**config.mk**
```make
export PLATFORM = sky130hd
export DESIGN_NAME = uart_byte_receiver
export DESIGN_NICKNAME = d
export VERILOG_FILES = /design/src/rtl/uart_pkg.sv /design/src/rtl/uart_baud_tick.sv /design/src/rtl/uart_byte_receiver.sv
export SDC_FILE = /design/constraint.sdc
export NUM_CORES = 1
export LEC_CHECK = 0
export ABC_CLOCK_PERIOD_IN_PS = 2300
export CAP_MARGIN = 20
export CORE_ASPECT_RATIO = 0.7
export CORE_MARGIN = 1.5
export CORE_UTILIZATION = 57
export CTS_CLUSTER_DIAMETER = 60
export DETAILED_ROUTE_END_ITERATION = 10
export PLACE_DENSITY = 0.76
export SLEW_MARGIN = 0
export SYNTH_ARGS = -nofsm -noshare
export SYNTH_HDL_FRONTEND = slang
export SYNTH_SLANG_ARGS = --single-unit
```
**constraint.sdc**
```tcl
create_clock -name clk -period 2.3 [get_ports clk]
set_input_delay 0.23 -clock clk [delete_from_list [all_inputs] [get_ports clk]]
set_output_delay 0.23 -clock clk [all_outputs]
set_load 0.01 [all_outputs]
```
**src/rtl/uart_pkg.sv**
```systemverilog
// Shared definitions for the UART receiver path: FSM state encoding and
// the oversampling clock divisor helper.
package uart_pkg;

   typedef enum logic [2:0] {
      IDLE   = 3'd0,
      START  = 3'd1,
      DATA   = 3'd2,
      PARITY = 3'd3,
      STOP   = 3'd4
   } uart_rx_state_t;

   // Truncating divide, clamped so very fast baud settings still tick every clock.
   function automatic int baud_div(input int clk_hz, input int baud, input int os);
      int d;
      d = clk_hz / (baud * os);
      return (d < 1) ? 1 : d;
   endfunction

endpackage

```
**src/rtl/uart_baud_tick.sv**
```systemverilog
// Oversampling tick generator: one-cycle tick every DIV clocks, re-phased by
// clear. Shared by the UART receiver and transmitter.
module uart_baud_tick #(
   parameter int DIV = 1
) (
   input  logic clk,
   input  logic arst,
   input  logic clear,
   output logic tick
);

   localparam int            CW   = (DIV > 1) ? $clog2(DIV) : 1;
   localparam logic [CW-1:0] LAST = CW'(DIV - 1);

   logic [CW-1:0] cnt;

   always_ff @(posedge clk or posedge arst) begin
      if (arst)
         cnt <= '0;
      else if (clear || cnt == LAST)
         cnt <= '0;
      else
         cnt <= cnt + 1'b1;
   end

   assign tick = (cnt == LAST);

endmodule

```
**src/rtl/uart_byte_receiver.sv**
```systemverilog
// Oversampling 8N1 UART receiver producing one-cycle byte strobes.
// Define UART_RX_PARITY_EN to expect one even-parity bit after the data bits.
module uart_byte_receiver
   import uart_pkg::*;
#(
   parameter int CLK_FREQ_HZ = 100_000_000,
   parameter int BAUD_RATE   = 115_200,
   parameter int OVERSAMPLE  = 16,
   parameter int DATA_BITS   = 8
) (
   input  logic                 clk,
   input  logic                 arst,
   input  logic                 rx,
   output logic [DATA_BITS-1:0] data_out,
   output logic                 rx_done,
   output logic                 frame_err,
   output logic                 parity_err,
   output logic                 busy
);

   localparam int DIV    = baud_div(CLK_FREQ_HZ, BAUD_RATE, OVERSAMPLE);
   localparam int SAMP_W = $clog2(OVERSAMPLE);
   localparam int BIT_W  = (DATA_BITS > 1) ? $clog2(DATA_BITS) : 1;

   localparam logic [SAMP_W-1:0] SAMP_MID  = SAMP_W'(OVERSAMPLE / 2 - 1);
   localparam logic [SAMP_W-1:0] SAMP_LAST = SAMP_W'(OVERSAMPLE - 1);
   localparam logic [BIT_W-1:0]  BIT_LAST  = BIT_W'(DATA_BITS - 1);

`ifdef UART_RX_PARITY_EN
   localparam uart_rx_state_t AFTER_DATA = PARITY;
`else
   localparam uart_rx_state_t AFTER_DATA = STOP;
`endif

   logic                 rx_meta, rx_sync, rx_prev;
   logic                 start_edge;
   logic                 tick;
   logic                 tick_clear;
   uart_rx_state_t       state;
   logic [SAMP_W-1:0]    samp_cnt;
   logic [BIT_W-1:0]     bit_cnt;
   logic [DATA_BITS-1:0] shift_reg;
   logic                 parity_ok;

   // Synchroniser flops reset high so a released reset never looks like a start edge.
   always_ff @(posedge clk or posedge arst) begin
      if (arst) begin
         rx_meta <= 1'b1;
         rx_sync <= 1'b1;
         rx_prev <= 1'b1;
      end else begin
         rx_meta <= rx;
         rx_sync <= rx_meta;
         rx_prev <= rx_sync;
      end
   end

   assign start_edge = rx_prev & ~rx_sync;
   assign tick_clear = (state == IDLE) && start_edge;

   uart_baud_tick #(.DIV(DIV)) u_tick (
      .clk   (clk),
      .arst  (arst),
      .clear (tick_clear),
      .tick  (tick)
   );

`ifdef UART_RX_PARITY_EN
   logic parity_bit;
   logic par_err_q;

   always_ff @(posedge clk or posedge arst) begin
      if (arst)
         parity_bit <= 1'b0;
      else if (state == PARITY && tick && samp_cnt == SAMP_LAST)
         parity_bit <= rx_sync;
   end

   assign parity_ok  = (parity_bit == ^shift_reg);
   assign parity_err = par_err_q;
`else
   assign parity_ok  = 1'b1;
   assign parity_err = 1'b0;
`endif

   always_ff @(posedge clk or posedge arst) begin
      if (arst) begin
         state     <= IDLE;
         samp_cnt  <= '0;
         bit_cnt   <= '0;
         shift_reg <= '0;
         data_out  <= '0;
         rx_done   <= 1'b0;
         frame_err <= 1'b0;
         busy      <= 1'b0;
`ifdef UART_RX_PARITY_EN
         par_err_q <= 1'b0;
`endif
      end else begin
         // NOTE: pulses default low here and are only raised by the branch that
         // fires; non-blocking updates keep every register reading pre-edge values.
         rx_done   <= 1'b0;
         frame_err <= 1'b0;
`ifdef UART_RX_PARITY_EN
         par_err_q <= 1'b0;
`endif
         case (state)
            IDLE: begin
               if (start_edge) begin
                  samp_cnt <= '0;
                  bit_cnt  <= '0;
                  state    <= START;
                  busy     <= 1'b1;
               end
            end
            START: begin
               if (tick) begin
                  if (samp_cnt == SAMP_MID) begin
                     samp_cnt <= '0;
                     if (!rx_sync) begin
                        state <= DATA;
                     end else begin
                        state <= IDLE;
                        busy  <= 1'b0;
                     end
                  end else begin
                     samp_cnt <= samp_cnt + 1'b1;
                  end
               end
            end
            DATA: begin
               if (tick) begin
                  if (samp_cnt == SAMP_LAST) begin
                     samp_cnt  <= '0;
                     shift_reg <= {rx_sync, shift_reg[DATA_BITS-1:1]};
                     bit_cnt   <= bit_cnt + 1'b1;
                     if (bit_cnt == BIT_LAST)
                        state <= AFTER_DATA;
                  end else begin
                     samp_cnt <= samp_cnt + 1'b1;
                  end
               end
            end
`ifdef UART_RX_PARITY_EN
            PARITY: begin
               if (tick) begin
                  if (samp_cnt == SAMP_LAST) begin
                     samp_cnt <= '0;
                     state    <= STOP;
                  end else begin
                     samp_cnt <= samp_cnt + 1'b1;
                  end
               end
            end
`endif
            STOP: begin
               if (tick) begin
                  if (samp_cnt == SAMP_LAST) begin
                     samp_cnt  <= '0;
                     state     <= IDLE;
                     busy      <= 1'b0;
                     frame_err <= ~rx_sync;
`ifdef UART_RX_PARITY_EN
                     par_err_q <= ~parity_ok;
`endif
                     if (rx_sync && parity_ok) begin
                        data_out <= shift_reg;
                        rx_done  <= 1'b1;
                     end
                  end else begin
                     samp_cnt <= samp_cnt + 1'b1;
                  end
               end
            end
            default: begin
               state <= IDLE;
               busy  <= 1'b0;
            end
         endcase
      end
   end

endmodule

```
Word-level counts from Yosys, hierarchy flattened:

Cells that the tools add are included.

* bitwise operators: 3
* muxes and demuxes: 35
* $add $sub $neg: 3
* reductions and logical operators: 12
* eq/ne operators: 17

Operator list (number)
* 3-bit 2-to-1 mux: 11
* 4-bit 2-to-1 mux: 5
* 2-bit inequality test (second input constant): 9
* 1-bit 2-to-1 mux: 13
* 3-bit one-hot mux with 4 select lines: 1
* 4-bit one-hot mux with 3 select lines: 1
* 4-bit AND reduction: 3
* 8-bit AND reduction: 1
* 7-bit AND reduction: 1
* 6-bit by 1-bit adder with 6-bit output (second input constant): 1
* 3-bit == test (second input constant): 2
* 6-bit == test (second input constant): 1
* 6-bit 2-to-1 mux: 1
* 3-bit one-hot mux with 2 select lines: 1
* 4-bit by 1-bit adder with 4-bit output (second input constant): 1
* 4-bit by 3-bit == test with 1-bit output (second input constant): 1
* 4-bit == test (second input constant): 1
* 1-bit one-hot mux with 4 select lines: 1
* 3-bit by 1-bit adder with 3-bit output (second input constant): 1
* 3-bit by 1-bit == test with 1-bit output (second input constant): 1
* 3-bit by 2-bit == test with 1-bit output (second input constant): 1
* 3-bit zero test: 1
* 3-bit AND reduction: 1
* 3-bit nonzero test: 1
* other kinds (8): 9

* register bits: 38
* logic and storage cells: 82
* output and inout bits: 12
* input port bits: 3

Depth between registers and ports, before layout:

Gate-level depths: netlist of run 1.

* depth after elaboration: 5
* depth in mapped cells: 7
* depth with buffers taken out: 6

Modules after synthesis:

A second synthesis of run 1 with hierarchy kept.

* cells, all modules: 149
* area total of the unflattened synthesis: 1766.7 µm²

By module, submodules not included
* uart_byte_receiver: instances 1, area an instance 1472.7 µm², cells an instance 122
* uart_baud_tick: instances 1, area an instance 294.0 µm², cells an instance 27

Worst setup path after synthesis of run 1:

No wires, ideal clock.

* path kind: register to register
* from: register u_tick.cnt[1]
* to: register shift_reg[0]
* arrival: 1.631 ns
* stages on the path, launching flop included: 8
* path slack: 0.545 ns
* path buffers: 1
* cells stage by stage: dfrtp_1 > inv_1 > ha_1 > nand4_1 > nor3_2 > and2_1 > buf_4 > mux2_2

* longest elaborated chain between the ends: 2

Ends and longest elaborated chain
* start, declared: RTL line uart_baud_tick.sv:15 `logic [CW-1:0] cnt;`
* start signal, assigned: RTL line uart_baud_tick.sv:23 `cnt <= cnt + 1'b1;`
* 6-bit == test: RTL line uart_baud_tick.sv:26 `assign tick = (cnt == LAST);`
* 3-bit AND reduction (no source line)
* end signal, assigned: RTL line uart_byte_receiver.sv:135 `shift_reg <= {rx_sync, shift_reg[DATA_BITS-1:1]};`
* end, declared: RTL line uart_byte_receiver.sv:42 `logic [DATA_BITS-1:0] shift_reg;`

Every way passes these cells.
A chain may end at the register's enable or synchronous reset.

Worst setup path in the final report of run 1:

Ends and elaborated chain as after synthesis.

==> results of run 1 <==
[cell usage after synthesis (3+ instances only)]
library cell,count,area [sq um]
sky130_fd_sc_hd__nand2_1,7,26.28
sky130_fd_sc_hd__o211ai_1,3,22.52
sky130_fd_sc_hd__dfrtp_1,35,875.8
sky130_fd_sc_hd__ha_1,5,62.56
sky130_fd_sc_hd__nor2_1,11,41.29
sky130_fd_sc_hd__o21ai_0,4,20.02
sky130_fd_sc_hd__clkbuf_1,5,18.77
sky130_fd_sc_hd__mux2_2,16,180.2
sky130_fd_sc_hd__nand4_1,6,37.54
sky130_fd_sc_hd__dfstp_2,3,78.83
sky130_fd_sc_hd__nand3_1,13,65.06
sky130_fd_sc_hd__xor2_1,3,26.28
sky130_fd_sc_hd__inv_1,8,30.03
sky130_fd_sc_hd__a21oi_1,3,15.01
[kinds of logic (layout without fill, tap and decap cells)]
family,Yosys count,count (layout),share of synthesized area
AOI/OAI and AO/OA,25,25,0.09802
xor gates and xnor gates,5,5,0.02399
adders and majority gates,5,5,0.03427
buffers and inverters,17,32,0.04729
DFF,38,38,0.5230
muxes,16,16,0.09870
other,1,1,0.002054
and+or+nand+nor,53,53,0.1727
[how the worst max path moves through the flow]
stage               cells past startpoint     startpoint  slack (ns)           end
floorplan                               7  u_tick.cnt[1]        0.54  shift_reg[0]
global placement                        6  u_tick.cnt[1]        0.51  shift_reg[6]
detailed placement                      6  u_tick.cnt[1]        0.40  shift_reg[6]
CTS                                     6  u_tick.cnt[1]        0.37  shift_reg[0]
global route                            6  u_tick.cnt[1]        0.25  shift_reg[0]
finish                                  6  u_tick.cnt[1]        0.39  shift_reg[0]
[critical path: stages (launching register included)]
cell and delay [ns]:
sky130_fd_sc_hd__dfrtp_1 0.40, sky130_fd_sc_hd__inv_1 0.07, sky130_fd_sc_hd__ha_1 0.14, sky130_fd_sc_hd__nand4_1 0.21, sky130_fd_sc_hd__nor3_2 0.22, sky130_fd_sc_hd__and2_1 0.38
sky130_fd_sc_hd__mux2_2 0.38
[where the power goes]
part | internal, mW | switching, mW
Combinational | 0.100 | 0.116
Clock | 0.462 | 0.232
Sequential | 0.746 | 0.0800
Total | 1.31 | 0.428
[stage by stage]
step / util / total power [mW] / hold WS (ns) / std cells
after detailed placement: 0.6729 / 1.053 / 0.3513 / 203
after global placement: 0.6729 / 1.035 / 0.3478 / 203
final: 0.7217 / 1.737 / 0.3439 / 211
after CTS: 0.7217 / 1.746 / 0.3451 / 211
after global routing: 0.7217 / 1.833 / 0.3408 / 211
after floorplan: - / 0.9937 / 0.2345 / 160
[cells in the final DEF (no fill, tap or decap), types with 2 or more instances in the layout]
cell | Yosys | layout
sky130_fd_sc_hd__bufinv_16 | 0 | 2
sky130_fd_sc_hd__xor2_1 | 3 | 3
sky130_fd_sc_hd__inv_1 | 8 | 8
sky130_fd_sc_hd__nor2_1 | 11 | 11
sky130_fd_sc_hd__clkbuf_8 | 0 | 6
sky130_fd_sc_hd__dfrtp_1 | 35 | 35
sky130_fd_sc_hd__nor4_1 | 2 | 2
sky130_fd_sc_hd__o211ai_1 | 3 | 3
sky130_fd_sc_hd__ha_1 | 5 | 5
sky130_fd_sc_hd__xnor2_1 | 2 | 2
sky130_fd_sc_hd__and3_1 | 2 | 2
sky130_fd_sc_hd__buf_4 | 2 | 3
sky130_fd_sc_hd__nand2_1 | 7 | 7
sky130_fd_sc_hd__mux2_2 | 16 | 16
sky130_fd_sc_hd__nor3_2 | 2 | 2
sky130_fd_sc_hd__o21ai_0 | 4 | 4
sky130_fd_sc_hd__nand4_1 | 6 | 6
sky130_fd_sc_hd__o21ai_1 | 2 | 2
sky130_fd_sc_hd__nand3_1 | 13 | 13
sky130_fd_sc_hd__clkdlybuf4s50_1 | 0 | 13
sky130_fd_sc_hd__o2111ai_1 | 2 | 2
sky130_fd_sc_hd__dfstp_2 | 3 | 3
sky130_fd_sc_hd__nand4b_1 | 2 | 2
sky130_fd_sc_hd__a21oi_1 | 3 | 3
[final cells by class]
type                            count  area, sq um
Clock inverter                      2        60.06
Sequential cell                    38        954.7
Tap cell                           36        45.04
Timing Repair Buffer               16        152.6
Clock buffer                        6        82.58
Multi-Input combinational cell    105        784.5
Inverter                            8        30.03
Fill cell                         198        813.3
[metal layers]
metal / vias to the layer above / track usage / share of wire
met5: - / 0 / 0
met4: 0 / 0.09119 / 0.015
met3: 6 / 0.05622 / 0.054
met2: 36 / 0.3302 / 0.46
met1: 639 / 0.2932 / 0.47
li1: 599 / - / -
==> results.cfg, run 1 <==
[run_status]
run_status = completed

[synthesis]
synth.yosys.warnings = 0
syn-mean-instance-area_sq_um = 11.41
synth_cell_types = 43
synthFlopType = sky130_fd_sc_hd__dfrtp_1
synth_fp_nets = 168
synth_sequential_area_ratio = 0.5230
yosys_register_bits = 38
synth_enable_flop_cells = 0
post_synth_instance_area_sq_um = 1826
cell_count_after_synthesis = 160
async_flop_share = 1.000

[global_routing]
globalRouteOverflowTotal = 0
grt.total_usage = 0.2154
number_of_global_route_vias_before_repair = 1241
grt_pass1_wl_um = 5823
antenna_found_initial = 0
maximum_number_of_pins_on_one_net_before_global_route_repair = 39

[power_and_ir_drop]
power.leakage_nw = 0.9605
p_per_area_nw_per_um2 = 823.3
power.ir.vdd_worst_uv = 652.1

[finish]
antenna_cells = 0
num-nets-final = 182
synthesis_to_layout_area_growth_pct = 15.56
fin_area_sq_um = 2110
post_route_cells_drive_above_1_share = 0.2229

[clock_network]
cts.repair.resized = 0
cts_inserted_buffers = 5
cts_tree = done
worst_skew_pair.late_latency_ns = 0.29
h-tree-depth = 2
cts_hold_buf = 0
clk_transition_reported_paths_ns = 0.07
ctsRootBufferMaster = sky130_fd_sc_hd__clkbuf_8
clock_sink_count = 38
clock_tree.buffer_depth = 2
cts_setup_buffers = 0

[drt]
routedWlPerCell_um = 15.80
post-route-drc-count = 0
dr_total_vias = 1280
antenna_violating_nets_left = 0
viasPerCell = 6.066
initialDrtViolationCount = 80
drt_first_pass_iters = 4
route.final.wire_length_um = 3333

[hold_path]
timing.hold.worst.start = rx
timing.hold.worst_endpoint = rx_meta
hold_depth = 1
hold_path_class = in2reg

[die]
placement_rows = 16
initial_util = 0.6246
fp.coreArea_sq_um = 2923
pin_count = 15
floorplan.die.height_um = 50.35
floorplan.die.width_um = 70.64
dieArea_sq_um = 3557

[worst_setup_path]
timing.critical_path.from_type = flop
timing.rr.start = u_tick.cnt[1]
arrival_time_worst_endpoint_ns = 2.10
worst_setup_path_end_kind = flop
critPathKind = reg2reg
timing.reg2reg.setup_slack_ns = 0.39
worst-endpoint-required_ns = 2.48
worst_r2r_path_depth = 6
worstPathMaxFanout = 8
crit-reg2reg-capture = shift_reg[0]

[place]
port-buffer-count = 13
detailedPlace.worstSlack_ns = 0.3951
dp_hpwl_um = 2385
place_area_sq_um = 1967
place_congestion = 0.8450

[sta]
drv_slew = 0
tightest_pin_transition_ns = 0.5746
slew_headroom = 0.6170
post-route-period-util = 0.8325
grt_setup_unrepaired = no
timing.final.hold_violations = 0
post-route-worst-setup-slack_ns = 0.3852
post_layout_minimum_cycle_time_ns = 1.915
final.setup_skew_ns = 0.008460
setup_total_negative_slack_ns = 0
timing.final.setup_violations = 0
fmax_mhz = 522.3

[run]
cap_violations = 0
(Power assumes the default switching activity.)
==> run 2: changes to the inputs <==
--- a/config.mk
+++ b/config.mk
@@ -5,14 +5,14 @@
 export SDC_FILE = /design/constraint.sdc
 export NUM_CORES = 1
 export LEC_CHECK = 0
-export ABC_CLOCK_PERIOD_IN_PS = 2300
+export ABC_CLOCK_PERIOD_IN_PS = 1700
 export CAP_MARGIN = 20
 export CORE_ASPECT_RATIO = 0.7
 export CORE_MARGIN = 1.5
-export CORE_UTILIZATION = 57
+export CORE_UTILIZATION = 51
 export CTS_CLUSTER_DIAMETER = 60
 export DETAILED_ROUTE_END_ITERATION = 10
-export PLACE_DENSITY = 0.76
+export PLACE_DENSITY = 0.71
 export SLEW_MARGIN = 0
 export SYNTH_ARGS = -nofsm -noshare
 export SYNTH_HDL_FRONTEND = slang
==> constraint.sdc (replaced) <==
create_clock -name clk -period 1.7 [get_ports clk]
set_input_delay 0.17 -clock clk [delete_from_list [all_inputs] [get_ports clk]]
set_output_delay 0.17 -clock clk [all_outputs]
set_load 0.01 [all_outputs]
==> run 2 against run 1 <==
The run now ends with setup timing left; sequential power grew 34%; via count grew 8.0%; design area rose by 11%; critical path type unchanged; largest power group unchanged; register-to-register slack got worse by 0.39 ns; critical endpoint is now data_out[2]; count of clock-buffer cells in the layout stayed put; routed wire length grew 10%; worst hold slack got worse by 0.065 ns; fmax increased by 12%; total power increased by 28%; highest routed layer unchanged; clock power is 8.2% lower; sequential cell count stayed put.
==> results.cfg, run 2 (same netlist as run 1, synthesis figures left out) <==
[die]
fp.coreArea_sq_um = 3276
placement_rows = 17
pin_count = 15
initial_util = 0.5573
floorplan.die.width_um = 74.51
floorplan.die.height_um = 53.06
dieArea_sq_um = 3953

[sta]
grt_setup_unrepaired = yes
setup_total_negative_slack_ns = -0.006786
timing.final.setup_violations = 1
fmax_mhz = 585.9
post_layout_minimum_cycle_time_ns = 1.707
drv_slew = 0
final.setup_skew_ns = 0.007444
post-route-period-util = 1.004
post-route-worst-setup-slack_ns = -0.006786
worst_hold_slack_ns = 0.2788
timing.final.hold_violations = 0

[clock_network]
clock_sink_count = 38
cts_hold_buf = 0
ctsRootBufferMaster = sky130_fd_sc_hd__clkbuf_8
clock_tree.buffer_depth = 2
worst_skew_pair.late_latency_ns = 0.29
clk_transition_reported_paths_ns = 0.08
cts_inserted_buffers = 5
h-tree-depth = 2
cts_tree = done

[worst_setup_path]
worst-endpoint-required_ns = 1.87
worst-path-buf-inv = 2
timing.critical_path.from_type = flop
critPathKind = reg2reg
timing.critical_path.slowest_stage_cell = sky130_fd_sc_hd__dfrtp_1
arrival_time_worst_endpoint_ns = 1.88
cp_top_family = simple AND/OR/NAND/NOR gates
timing.critical_path.cells = inv_2, ha_4, nand4_1, nor3_4, buf_6, nand4_4, mux2_4
max_stage_delay_ns = 0.40
worstPathMaxFanout = 5
worst_setup_path_end_kind = flop

[drt]
dr_total_vias = 1382
post-route-drc-count = 0
drt_first_pass_iters = 4
route.final.wire_length_um = 3668
routedWlPerCell_um = 15.09
antenna_violating_nets_left = 0
initialDrtViolationCount = 72
viasPerCell = 5.687

[power_and_ir_drop]
power.ir.vdd_worst_uv = 678.2
switching_share = 0.2885
seq_power_share = 0.500
power.internal_mw = 1.576
p_total_mw = 2.215
p_per_area_nw_per_um2 = 942.7
clock_power_share = 0.287
pwr-share-comb = 0.212
power.leakage_nw = 1.088
net-switching-power_uw = 639.0

[hold_path]
hold_path_class = in2reg

[place]
dp.cells = 233
dp_hpwl_um = 2510
port-buffer-count = 13
place_congestion = 0.8148

[finish]
fill_cells = 239
finalCoreUtilization = 0.7173
mostFrequentLayoutCell = sky130_fd_sc_hd__dfrtp_1
synthesis_to_layout_area_growth_pct = 28.72
final-seq-area_sq_um = 954.7
footprint_of_the_multi_input_gates_sq_um = 904.6
layout_common_cells = sky130_fd_sc_hd__dfrtp_1, sky130_fd_sc_hd__buf_4, sky130_fd_sc_hd__nand3_1, sky130_fd_sc_hd__clkdlybuf4s50_1, sky130_fd_sc_hd__nor2_1
post_route_cells_drive_above_1_share = 0.3622
antenna_cells = 0
instances_no_fill = 243
num-nets-final = 203

[global_routing]
maximum_number_of_pins_on_one_net_before_global_route_repair = 39
number_of_global_route_vias_before_repair = 1324
grt_pass1_wl_um = 6147
globalRouteOverflowTotal = 0
antenna_found_initial = 0
grt.total_usage = 0.2153

[run]
cap_violations = 0

[run_status]
run_status = finished with violations
failing_checks = setup timing
-- run 2: cell count changes in the layout (fill, tap and decap cells not counted), sizes merged --
cell,delta
buf,+20
bufinv,-2
clkinv,+1
clkinvlp,+1
nand4,+1
-- run 2: layout make-up --
type | instances | area share
clock inverter | 2 | 0.005325
inverter | 8 | 0.01278
multi-input combinational | 106 | 0.3850
timing repair buffer | 36 | 0.1305
clock buffer | 6 | 0.03514
sequential | 38 | 0.4063
tap | 47 | 0.02503
-- run 2: layer usage --
| metal | up-vias | track usage | part of all wire |
|---|---|---|---|
| met4 | 0 | 0.07576 | 0.0090 |
| li1 | 644 | - | - |
| met5 | - | 0 | 0 |
| met2 | 27 | 0.3155 | 0.46 |
| met3 | 4 | 0.06095 | 0.038 |
| met1 | 707 | 0.3051 | 0.49 |
-- run 2: repair_timing --
action	CTS	global route
setup endpoints to repair	23	33
gates cloned	1	0
setup buffers	1	1
pin swaps	2	1
resized for setup	5	21
-- run 2: worst paths after layout --
kind	startpoint	end	slack, ns	cells past startpoint
min in group asynchronous	arst	u_tick.cnt[0]	0.29	3
min	rx	rx_meta	0.28	1
max	u_tick.cnt[1]	data_out[2]	-0.007	7
max reg2reg	u_tick.cnt[1]	data_out[2]	-0.007	7
max in group asynchronous	arst	rx_prev	1.05	3
min reg2reg	rx_meta	rx_sync	0.36	0
-- run 2: power by group through the flow --
stage | sequential, mW | combinational [mW] | clock [mW]
after global routing | 1.12 | 0.532 | 0.691
after global placement | 1.10 | 0.385 | 0
final | 1.11 | 0.470 | 0.637
after CTS | 1.09 | 0.428 | 0.654
after floorplan | 1.09 | 0.259 | 0
after detailed placement | 1.11 | 0.410 | 0
-- run 2: stage by stage --
stage | instance area, sq um | setup WS [ns]
final | 2350 | -0.006786
after global routing | 2350 | -0.1256
after CTS | 2273 | -0.02573
after detailed placement | 2142 | -0.1113
after global placement | 2142 | -0.04573
after floorplan | 1836 | -0.02734
